--- src/rtl/card_dealer_if.sv ---
`default_nettype none
// ============================================================================
//  Module      : card_dealer_if
//  Description : Card interface between the card dealer (producer) and the
//                hand-tracking consumer. The master side drives the slot
//                outputs and status; the slave side drives the deal controls.
//  Revision    : 1.0 - initial release
// ============================================================================
interface card_dealer_if;
   // Deal controls, driven by the consumer
   logic       deal;
   logic       new_hand;
   logic       cheat_en;
   logic [3:0] cheat_card;

   // Hand state, driven by the dealer
   logic [3:0] first_card;
   logic [3:0] second_card;
   logic [3:0] third_card;
   logic [3:0] fourth_card;
   logic [2:0] card_count;
   logic [5:0] hand_sum;
   logic       card_valid;
   logic       busy;
   logic       hand_done;

   modport master (
      input  deal,
      input  new_hand,
      input  cheat_en,
      input  cheat_card,
      output first_card,
      output second_card,
      output third_card,
      output fourth_card,
      output card_count,
      output hand_sum,
      output card_valid,
      output busy,
      output hand_done
   );

   modport slave (
      output deal,
      output new_hand,
      output cheat_en,
      output cheat_card,
      input  first_card,
      input  second_card,
      input  third_card,
      input  fourth_card,
      input  card_count,
      input  hand_sum,
      input  card_valid,
      input  busy,
      input  hand_done
   );
endinterface
`default_nettype wire

--- src/rtl/card_dealer.sv ---
`default_nettype none
// ============================================================================
//  Module      : card_dealer
//  Description : Deals pseudo-random cards (1..10, face cards count 10) into
//                four slots, one per deal request, keeping a running sum.
//                The hand completes at STAND_LIMIT or four cards and then
//                holds until new_hand. A free-running 16-bit LFSR supplies
//                candidates; out-of-range candidates are retried, with a
//                forced 10 after seven consecutive rejects.
//  Revision    : 1.0 - initial release
// ============================================================================
module card_dealer #(
   parameter logic [15:0] SEED        = 16'hACE1,
   parameter int          STAND_LIMIT = 17
) (
   input  wire logic         clk,
   input  wire logic         rst,
   card_dealer_if.master     bus
);

   localparam logic [5:0] c_stand_limit = 6'(STAND_LIMIT);
   localparam logic [3:0] c_face_value  = 4'd10;
   localparam logic [2:0] c_max_rejects = 3'd7;
   localparam logic [2:0] c_full_count  = 3'd4;

   typedef enum logic [1:0] {
      S_IDLE = 2'd0,
      S_DRAW = 2'd1,
      S_FULL = 2'd2
   } state_t;

   state_t      r_state;
   state_t      w_state_next;

   logic [15:0] r_lfsr;
   logic        w_lfsr_fb;

   logic [3:0]  w_raw;
   logic [3:0]  w_value;
   logic        w_cand_ok;
   logic        w_force;
   logic        w_take;
   logic [5:0]  w_sum_next;
   logic [2:0]  w_count_next;

   logic        w_write;
   logic        w_reject;

   logic [2:0]  r_rej_cnt;
   logic [3:0]  r_slot [0:3];
   logic [2:0]  r_card_count;
   logic [5:0]  r_hand_sum;
   logic        r_card_valid;

   assign w_lfsr_fb = r_lfsr[15] ^ r_lfsr[13] ^ r_lfsr[12] ^ r_lfsr[10];

   // Free-running Fibonacci LFSR; only reset stops it, new_hand does not
   always_ff @(posedge clk or negedge rst) begin
      if (!rst) begin
         r_lfsr <= SEED;
      end else begin
         r_lfsr <= {r_lfsr[14:0], w_lfsr_fb};
      end
   end

   // Candidate selection, validity, face-card clamp and forced value
   always_comb begin
      w_raw     = bus.cheat_en ? bus.cheat_card : r_lfsr[3:0];
      w_cand_ok = (w_raw >= 4'd1) && (w_raw <= 4'd13);
      w_force   = (r_rej_cnt == c_max_rejects);
      if (w_force) begin
         w_value = c_face_value;
      end else if (w_raw > c_face_value) begin
         w_value = c_face_value;
      end else begin
         w_value = w_raw;
      end
      w_take       = w_cand_ok || w_force;
      w_sum_next   = r_hand_sum + {2'b00, w_value};
      w_count_next = r_card_count + 3'd1;
   end

   // State register
   always_ff @(posedge clk or negedge rst) begin
      if (!rst) begin
         r_state <= S_IDLE;
      end else begin
         r_state <= w_state_next;
      end
   end

   // Next-state and slot-write decode; new_hand overrides any pending action
   always_comb begin
      w_state_next = r_state;
      w_write      = 1'b0;
      w_reject     = 1'b0;
      case (r_state)
         S_IDLE: begin
            if (bus.deal) begin
               w_state_next = S_DRAW;
            end
         end
         S_DRAW: begin
            if (w_take) begin
               w_write = 1'b1;
               if ((w_sum_next >= c_stand_limit) || (w_count_next == c_full_count)) begin
                  w_state_next = S_FULL;
               end else begin
                  w_state_next = S_IDLE;
               end
            end else begin
               w_reject = 1'b1;
            end
         end
         S_FULL: begin
            w_state_next = S_FULL;
         end
         default: begin
            w_state_next = S_IDLE;
         end
      endcase
      if (bus.new_hand) begin
         w_state_next = S_IDLE;
         w_write      = 1'b0;
         w_reject     = 1'b0;
      end
   end

   // Hand datapath: slots, count, sum, reject counter and the valid pulse
   always_ff @(posedge clk or negedge rst) begin
      if (!rst) begin
         r_slot[0]    <= 4'd0;
         r_slot[1]    <= 4'd0;
         r_slot[2]    <= 4'd0;
         r_slot[3]    <= 4'd0;
         r_card_count <= 3'd0;
         r_hand_sum   <= 6'd0;
         r_rej_cnt    <= 3'd0;
         r_card_valid <= 1'b0;
      end else if (bus.new_hand) begin
         r_slot[0]    <= 4'd0;
         r_slot[1]    <= 4'd0;
         r_slot[2]    <= 4'd0;
         r_slot[3]    <= 4'd0;
         r_card_count <= 3'd0;
         r_hand_sum   <= 6'd0;
         r_rej_cnt    <= 3'd0;
         r_card_valid <= 1'b0;
      end else begin
         r_card_valid <= w_write;
         if (w_write) begin
            // Only reachable with card_count < 4, so the low two bits index the slot
            r_slot[r_card_count[1:0]] <= w_value;
            r_card_count              <= w_count_next;
            r_hand_sum                <= w_sum_next;
            r_rej_cnt                 <= 3'd0;
         end else if (w_reject) begin
            r_rej_cnt <= r_rej_cnt + 3'd1;
         end
      end
   end

   assign bus.first_card  = r_slot[0];
   assign bus.second_card = r_slot[1];
   assign bus.third_card  = r_slot[2];
   assign bus.fourth_card = r_slot[3];
   assign bus.card_count  = r_card_count;
   assign bus.hand_sum    = r_hand_sum;
   assign bus.card_valid  = r_card_valid;
   assign bus.busy        = (r_state == S_DRAW);
   assign bus.hand_done   = (r_state == S_FULL);

endmodule
`default_nettype wire

--- src/flat_wrapper.sv ---
// flat-port wrapper written by rule: the top's interface ports become plain ports
module card_dealer_flat 
#(
   parameter logic [15:0] SEED        = 16'hACE1,
   parameter int          STAND_LIMIT = 17
)
  (clk, rst, bus_deal, bus_new_hand, bus_cheat_en, bus_cheat_card, bus_first_card, bus_second_card, bus_third_card, bus_fourth_card, bus_card_count, bus_hand_sum, bus_card_valid, bus_busy, bus_hand_done);
  card_dealer_if bus_i ();
  input  wire logic clk;
  input  wire logic rst;
  input wire logic [$bits(bus_i.deal)-1:0] bus_deal;
  input wire logic [$bits(bus_i.new_hand)-1:0] bus_new_hand;
  input wire logic [$bits(bus_i.cheat_en)-1:0] bus_cheat_en;
  input wire logic [$bits(bus_i.cheat_card)-1:0] bus_cheat_card;
  output wire logic [$bits(bus_i.first_card)-1:0] bus_first_card;
  output wire logic [$bits(bus_i.second_card)-1:0] bus_second_card;
  output wire logic [$bits(bus_i.third_card)-1:0] bus_third_card;
  output wire logic [$bits(bus_i.fourth_card)-1:0] bus_fourth_card;
  output wire logic [$bits(bus_i.card_count)-1:0] bus_card_count;
  output wire logic [$bits(bus_i.hand_sum)-1:0] bus_hand_sum;
  output wire logic [$bits(bus_i.card_valid)-1:0] bus_card_valid;
  output wire logic [$bits(bus_i.busy)-1:0] bus_busy;
  output wire logic [$bits(bus_i.hand_done)-1:0] bus_hand_done;
  assign bus_i.deal = bus_deal;
  assign bus_i.new_hand = bus_new_hand;
  assign bus_i.cheat_en = bus_cheat_en;
  assign bus_i.cheat_card = bus_cheat_card;
  assign bus_first_card = bus_i.first_card;
  assign bus_second_card = bus_i.second_card;
  assign bus_third_card = bus_i.third_card;
  assign bus_fourth_card = bus_i.fourth_card;
  assign bus_card_count = bus_i.card_count;
  assign bus_hand_sum = bus_i.hand_sum;
  assign bus_card_valid = bus_i.card_valid;
  assign bus_busy = bus_i.busy;
  assign bus_hand_done = bus_i.hand_done;
  card_dealer #(.SEED(SEED), .STAND_LIMIT(STAND_LIMIT)) u_core (.clk(clk), .rst(rst), .bus(bus_i));
endmodule
--- config.mk ---
export PLATFORM = sky130hd
export DESIGN_NAME = card_dealer_flat
export DESIGN_NICKNAME = d
export VERILOG_FILES = /design/src/rtl/card_dealer_if.sv /design/src/rtl/card_dealer.sv /design/src/flat_wrapper.sv
export SDC_FILE = /design/constraint.sdc
export NUM_CORES = 1
export LEC_CHECK = 0
export ABC_AREA = 1
export BUFFER_PORTS_ARGS = -buffer_cell sky130_fd_sc_hd__buf_2
export CORE_MARGIN = 3
export CORE_UTILIZATION = 50
export CTS_CLUSTER_SIZE = 30
export DETAILED_ROUTE_END_ITERATION = 10
export PLACE_DENSITY = 0.8
export SYNTH_ARGS = -nofsm -noshare
export SYNTH_HDL_FRONTEND = slang
export SYNTH_SLANG_ARGS = --single-unit
--- constraint.sdc ---
create_clock -name clk -period 3.5 [get_ports clk]
set_clock_uncertainty 0.2 [all_clocks]
set_input_delay 0.875 -clock clk [delete_from_list [all_inputs] [get_ports clk]]
set_output_delay 0.875 -clock clk [all_outputs]
set_load 0.02 [all_outputs]
==> impl_results.md, run 1 <==
- Run status: finished, final reports clean
- Critical path endpoint category: flop
- Worst R2R Setup Slack: 0.68 ns
- Die area: 5280 um^2
- Leakage power: 1.43 nW
- CTS Sinks: 47
- WHS Path Cells: 0
- Final wirelength: between 4000 and 5000 um
- Hold_ws: 0.158 ns
- CTS Hold Buffers Added: 0
- Synth Area in Simple Gates: ~28%
- Synth Cell Area: 2220 um^2
- Layout Cells excl Fill: 339
- Initial Util: between 50% and 60%
- CTS resizes: 0
- Synthesis-stage register bit count: 47
- Port Buf Inserts: 36
- Most common cell in the netlist: nand2_1
- Diodes inserted: 0
- Avg WL per Cell: about 13 um
- Final period utilization: 86.1%
- Antenna violations before repair: 0
- Total track usage: 18.2%
- CP cell instances: buf_2 > inv_2 > nand2_1 > nand2_1 > inv_2 > nand2_1 > nand3_1 > nand3b_1 > inv_1 > ha_1 > inv_1 > fa_1 > inv_1 > nand3_1 > nand2_1 > nand2_1 > nand2_1 > nand2_1 > nand3_1 > nand2_1 > a21oi_1
- Synth-to-Final Area Change: 14.4%
- Worst Max-Slew Pin Slew: 1.00 ns
- XOR/XNOR Fraction of Synth Area: 1.18%
- Top post-synthesis cells by area: dfrtp_1 (44%), nand2_1 (12%), dfstp_2 (9.5%), nand3_1 (7.7%), ha_1 (6.2%)
- Mux share of post-synthesis cell area: 0%
- Num CTS Buffers: 5
- Clock transition at path regs: 0.08 ns
- Clock latency on the worst-skew pair: 0.30 ns
- Synth top cells by count: nand2_1 (71), dfrtp_1 (39), nand3_1 (34)
- Row cnt: 23
- R2R cell count: 17
- Seq. cell area: 1190 um^2
- Min Tclk post-route: 3.01 ns
- Maximum clock frequency: 332 MHz
- Max incr delay on CP: roughly 0.38 ns
- Netlist cell types: 28
- Clock H-tree levels: 2
- Crit-path most repeated cell: nand2_1
- Synth Area in Compound Gates: 4.56%
- Synth warnings: 0
- Max IR drop VDD: 0.171 mV
- Antenna Violating Nets Remaining: 0
- HP Class: flop to flop
- Ports: 37
- Final core utilization: 61.4%
- Width of the die: 72.7 um
- Final-report max-slew violation count: 0
- Post-synth top flop: dfrtp_1
- Layout cells sized above 1: 23.5%
- Worst path arrival time: 3.04 ns
- Worst min-delay path startpoint: u_core.r_lfsr[4]$_DFF_PN0_
- Post-synth EDFFs: 0
- Max_cap viols: 0
- Pwr Density: slightly below 400 nW/um^2
- RSZ-0062 raised after global routing: no
- Fillers: between 300 and 400
- Syn Inst Count: roughly 250
- HPWL after DPL: 3350 um
- Post-route setup TNS: 0 ns
- DR vias/cell: 5.18
- Seq/Total Area, Yosys: 53.3%
- Placed cells: 331
- Yosys top cell area share: 43.9%
- First-pass GRT wire length: 7320 um
- Slew Limit Headroom: 33.3%
- DRT iter0 DRCs: roughly 140
- Pin count of the biggest net entering global routing: 48
- Clock Root Buffer: clkbuf_8
- Largest family of logic cells by synthesized area: simple AND/OR/NAND/NOR gates
- Fin nets: approximately 300
- Post-synthesis net count: about 270
- CP max-delay cell: fa_1
- # DRC: 0
- Startpoint types: input port
- Critical path data required time: roughly 3.5 ns
- Async S/R FF share, synth: 100%
- GPL Wtd Cong: roughly 0.88
- Vias: roughly 1800
- Reg2reg end: u_core.r_state[1]$_DFFE_PN0P_
- Endpoints failing hold: 0
- Grt total ovfl: 0
- Post-Synth Adder-Cell Area: 7.09%
- Footprint of the multi-input gates: ~900 um^2
- Drt first pass iters: 4
- TritonCTS clock tree: built
- Syn_area_per_cell: 9.00 um^2
- CTS Buffer Depth: 2
- Post-CTS setup buffer count: 0
- Core area: 4140 um^2
- Hold Path End: u_core.r_lfsr[5]$_DFF_PN1_
- Die Y: 72.7 um
- Area leader, netlist: dfrtp_1
- Number of global-route vias before repair: 1587
- Maximum fanout along the worst path: 5
- Total power: just under 0.001 W
- Worst reg2reg path startpoint: u_core.r_rej_cnt[0]$_DFFE_PN0P_
- Critical path class: input port to flop
- Finish-stage setup viols: 0
-- power breakdown --
group | internal, W | leakage [nW] | switching, W | total, W
Clock | 0.000140 | 0.0412 | 0.000176 | 0.000316
Sequential | 0.000551 | 0.624 | 0.00000582 | 0.000557
Combinational | 0.0000337 | 0.761 | 0.0000827 | 0.000116
-- cell families (layout without fill, tap and decap cells) --
logic type,after synthesis,in the layout
AND/OR/NAND/NOR,130,130
flip-flops,47,47
buffers and inverters,37,79
AO/OA/AOI/OAI,18,18
adder cells (fa/ha/maj),12,12
XOR/XNOR,3,3
-- cells in the final DEF, fill, tap and decap left out, drive strengths merged, types with 2 or more instances in the layout --
| master | count |
|---|---|
| dfstp | 8 |
| nand4 | 2 |
| clkbuf | 6 |
| xnor2 | 2 |
| nand3 | 38 |
| clkinv | 3 |
| a21oi | 3 |
| dfrtp | 39 |
| o21ai | 12 |
| o22ai | 3 |
| buf | 36 |
| nor2 | 12 |
| ha | 11 |
| nand2 | 75 |
| inv | 33 |
-- worst max path at each step --
stage	start	to
global route	bus_cheat_en	u_core.r_state[1]$_DFFE_PN0P_
global placement	bus_cheat_en	u_core.r_state[1]$_DFFE_PN0P_
finish	bus_cheat_en	u_core.r_state[1]$_DFFE_PN0P_
CTS	bus_cheat_en	u_core.r_state[1]$_DFFE_PN0P_
floorplan	bus_cheat_en	u_core.r_state[1]$_DFFE_PN0P_
detailed placement	bus_cheat_en	u_core.r_state[1]$_DFFE_PN0P_
-- state kept, by name, summed over array words and instances, names as in the netlist --
name and count:
u_core.bus.card_count 3, u_core.bus.card_valid 1, u_core.bus.first_card 4, u_core.bus.fourth_card 4, u_core.bus.hand_sum 6, u_core.bus.second_card 4, u_core.bus.third_card 4, u_core.r_lfsr 16
u_core.r_rej_cnt 3, u_core.r_state 2
-- metal layers --
layer,track usage [%],part of all wire (%),up-vias
li1,-,-,873
met1,25.1,47,836
met2,28.5,47,41
met3,4.13,5.0,7
met4,6.15,1.3,0
met5,0,0,-
-- worst max-delay path: cells and delay by family --
kind	cells	cell delay (ns)
buf+inv	6	0.55
simple gates	12	0.89
fa+ha+maj	2	0.60
compound gates	1	0.12
-- through the flow --
step / setup slack (ns) / area [um^2]
floorplan: 0.560 / 2220
global placement: 0.293 / 2460
detailed placement: 0.187 / 2460
CTS: 0.494 / 2540
global route: 0.282 / 2540
finish: 0.488 / 2540
-- cell type report --
class | count | area share [%]
Sequential cell | 47 | 46.6
Clock buffer | 6 | 2.85
Multi-Input combinational cell | 163 | 35.3
Timing Repair Buffer | 36 | 7.08
Tap cell | 50 | 2.46
Clock inverter | 2 | 0.492
Inverter | 35 | 5.16
Note: power is estimated with default switching activity, not from simulation.
==> run 2, diff against run 1 <==
clock period = 3.2 ns   (was 3.5 ns; I/O delays follow)
==> run 2 against run 1 <==
Effect of this change: clock power is 20% higher; sequential power is 9.3% higher; count of clock-buffer cells in the layout stayed put; sequential share of layout area is 0.66 points lower; first-iteration DRC count is 9.5% lower; final area is 1.4% higher; power is 13% higher; critical endpoint unchanged; routed wire length is 2.9% higher; critical path type unchanged; final cell count is 0.88% higher; via count is 0.34% higher; flip-flop and latch count stayed put; global-route usage is 1.1 points higher.
==> impl_results.md, run 2 (synthesis gave the netlist of run 1 again) <==
- CP delay by family, top: simple AND/OR/NAND/NOR gates
- GPL Wtd Cong: 0.892
- Max IR drop VDD: 0.220 mV
- Startpoint types: input port
- CTS Buffer Depth: 2
- CTS Sinks: 47
- CP cell instances: buf_2 > inv_2 > nand2_1 > nand2_1 > inv_2 > nand2_1 > nand3_1 > nand3b_1 > inv_1 > ha_1 > inv_1 > fa_1 > inv_1 > nand3_1 > nand2_1 > nand2_1 > nand2_1 > nand2_1 > nand3_1 > nand2_1 > a21oi_1
- Biggest register: u_core.r_lfsr
- Final wirelength: ~4600 um
- Critical path endpoint category: flop
- Worst min-delay path startpoint: u_core.r_lfsr[14]$_DFF_PN0_
- Pin count of the biggest net entering global routing: between 40 and 50
- Met2 WL post-DR: 2130 um
- Num CTS Buffers: 5
- Final cell area excluding filler cells: 2580 um^2
- Vias: between 1500 and 2000
- Crit-path most repeated cell: nand2_1
- Avg WL per Cell: 13.5 um
- Endpoints failing hold: 0
- TritonCTS clock tree: built
- Grt total ovfl: 0
- Final period utilization: 89.3%
- Min Tclk post-route: about 2.9 ns
- Leakage power: 1.45 nW
- Synth-to-Final Area Change: 16.0%
- Clock H-tree levels: 2
- Initial Util: approximately 54%
- Finish-stage setup viols: 0
- WP buf/inv: 6
- Layout cells sized above 1: 24.7%
- Drt first pass iters: 4
- R2R cell count: 17
- Hold Path End: u_core.r_lfsr[15]$_DFF_PN1_
- CP max-delay cell: fa_1
- Post-route setup TNS: 0 ns
- RSZ-0062 raised after global routing: no
- Row cnt: 23
- Wire length on met1: ~2100 um
- Worst Max-Slew Pin Slew: 0.963 ns
- Ports: 37
- Worst reg2reg path startpoint: u_core.r_rej_cnt[0]$_DFFE_PN0P_
- DRT iter0 DRCs: 124
- Antenna violations before repair: 0
- Run status: finished, final reports clean
- Final-report max-slew violation count: 0
- Pwr Density: 434 nW/um^2
- Area after DPL: around 2500 um^2
- Reg2reg end: u_core.r_state[1]$_DFFE_PN0P_
- # DRC: 0
- Port Buf Inserts: 36
- Core area: 4140 um^2
- Clock latency on the worst-skew pair: 0.30 ns
- Number of global-route vias before repair: 1748
- Critical path class: input port to flop
- CTS Hold Buffers Added: 0
- Post-CTS setup buffer count: 0
- DR vias/cell: just over 5
- HP Class: flop to flop
- Worst path arrival time: 2.89 ns
- Antenna Violating Nets Remaining: 0
- HPWL after DPL: around 3400 um
- Max incr delay on CP: approximately 0.37 ns
- Clock Root Buffer: clkbuf_8
- Total track usage: 19.3%
- Critical path data required time: 3.23 ns
- WHS Path Cells: 0
- Max reg flops: 16
- Setup crit start: bus_cheat_en
- Width of the die: 72.7 um
- DR top layer: met4
- Routed wl met3: 247 um
- Leading cell types in the layout, fill and taps excluded: nand2_1 (71), dfrtp_1 (39), buf_2 (36)
- Slew Limit Headroom: 35.8%
- Maximum fanout along the worst path: 5
- Worst R2R Setup Slack: 0.46 ns
- Diodes inserted: 0
- Maximum clock frequency: 350 MHz
- Total power: 0.00112 W
- Clock transition at path regs: 0.09 ns
- Fin nets: approximately 310
- Die area: approximately 5300 um^2
- CTS resizes: 0
- First-pass GRT wire length: just under 8000 um
- Commonest non-fill, non-tap cell in the layout: nand2_1
- Max_cap viols: 0
- Die Y: 72.7 um
## run 2: changes by cell type in the layout (fill, tap and decap cells not counted), sizes merged
cell / delta
buf: +3
## run 2: power breakdown
group / switching [W] / internal [W] / total [W]
Sequential: 0.00000651 / 0.000602 / 0.000609
Clock: 0.000202 / 0.000176 / 0.000378
Combinational: 0.0000924 / 0.0000395 / 0.000132
## run 2: metal layers
metal / GRT usage [%] / vias up
met2: 29.9 / 49
met5: 0 / -
met3: 4.55 / 13
li1: - / 879
met4: 9.84 / 0
met1: 25.4 / 822
## run 2: layout make-up
cell class | count | area (um^2)
multi-input combinational | 163 | 898
inverter | 35 | 131
tap | 50 | 62.6
fill | 353 | 1560
timing repair buffer | 39 | 203
sequential | 47 | 1190
clock inverter | 2 | 16.3
clock buffer | 6 | 82.6
## run 2: how the worst max path moves through the flow
stage / end / slack (ns) / cells after the start
2_1_floorplan: u_core.r_state[1]$_DFFE_PN0P_ / 0.34 / 18
6_report: u_core.r_state[1]$_DFFE_PN0P_ / 0.34 / 21
4_1_cts: u_core.r_state[1]$_DFFE_PN0P_ / 0.35 / 21
5_1_grt: u_core.r_state[1]$_DFFE_PN0P_ / 0.07 / 21
3_5_place_dp: u_core.r_state[1]$_DFFE_PN0P_ / 0.06 / 21
3_3_place_gp: u_core.r_state[1]$_DFFE_PN0P_ / 0.14 / 19
## run 2: worst register-to-register path, cell delays in order, from the launching register on
cell and delay (ns):
dfrtp_1 0.40, ha_1 0.21, ha_1 0.20, inv_1 0.15, nand3b_1 0.12, inv_1 0.11
ha_1 0.18, inv_1 0.06, fa_1 0.37, inv_1 0.08, nand3_1 0.09, nand2_1 0.08
nand2_1 0.04, nand2_1 0.07, nand2_1 0.06, nand3_1 0.07, nand2_1 0.05, a21oi_1 0.12
## run 2: through the flow
step	setup WS (ns)	instances	hold slack (ns)	utilization, %
after floorplan	0.335	247	0.131	-
after global placement	0.139	334	0.135	59.9
after detailed placement	0.0633	334	0.139	59.9
after CTS	0.348	342	0.160	62.3
after global routing	0.0734	342	0.164	62.3
final	0.344	342	0.159	62.3
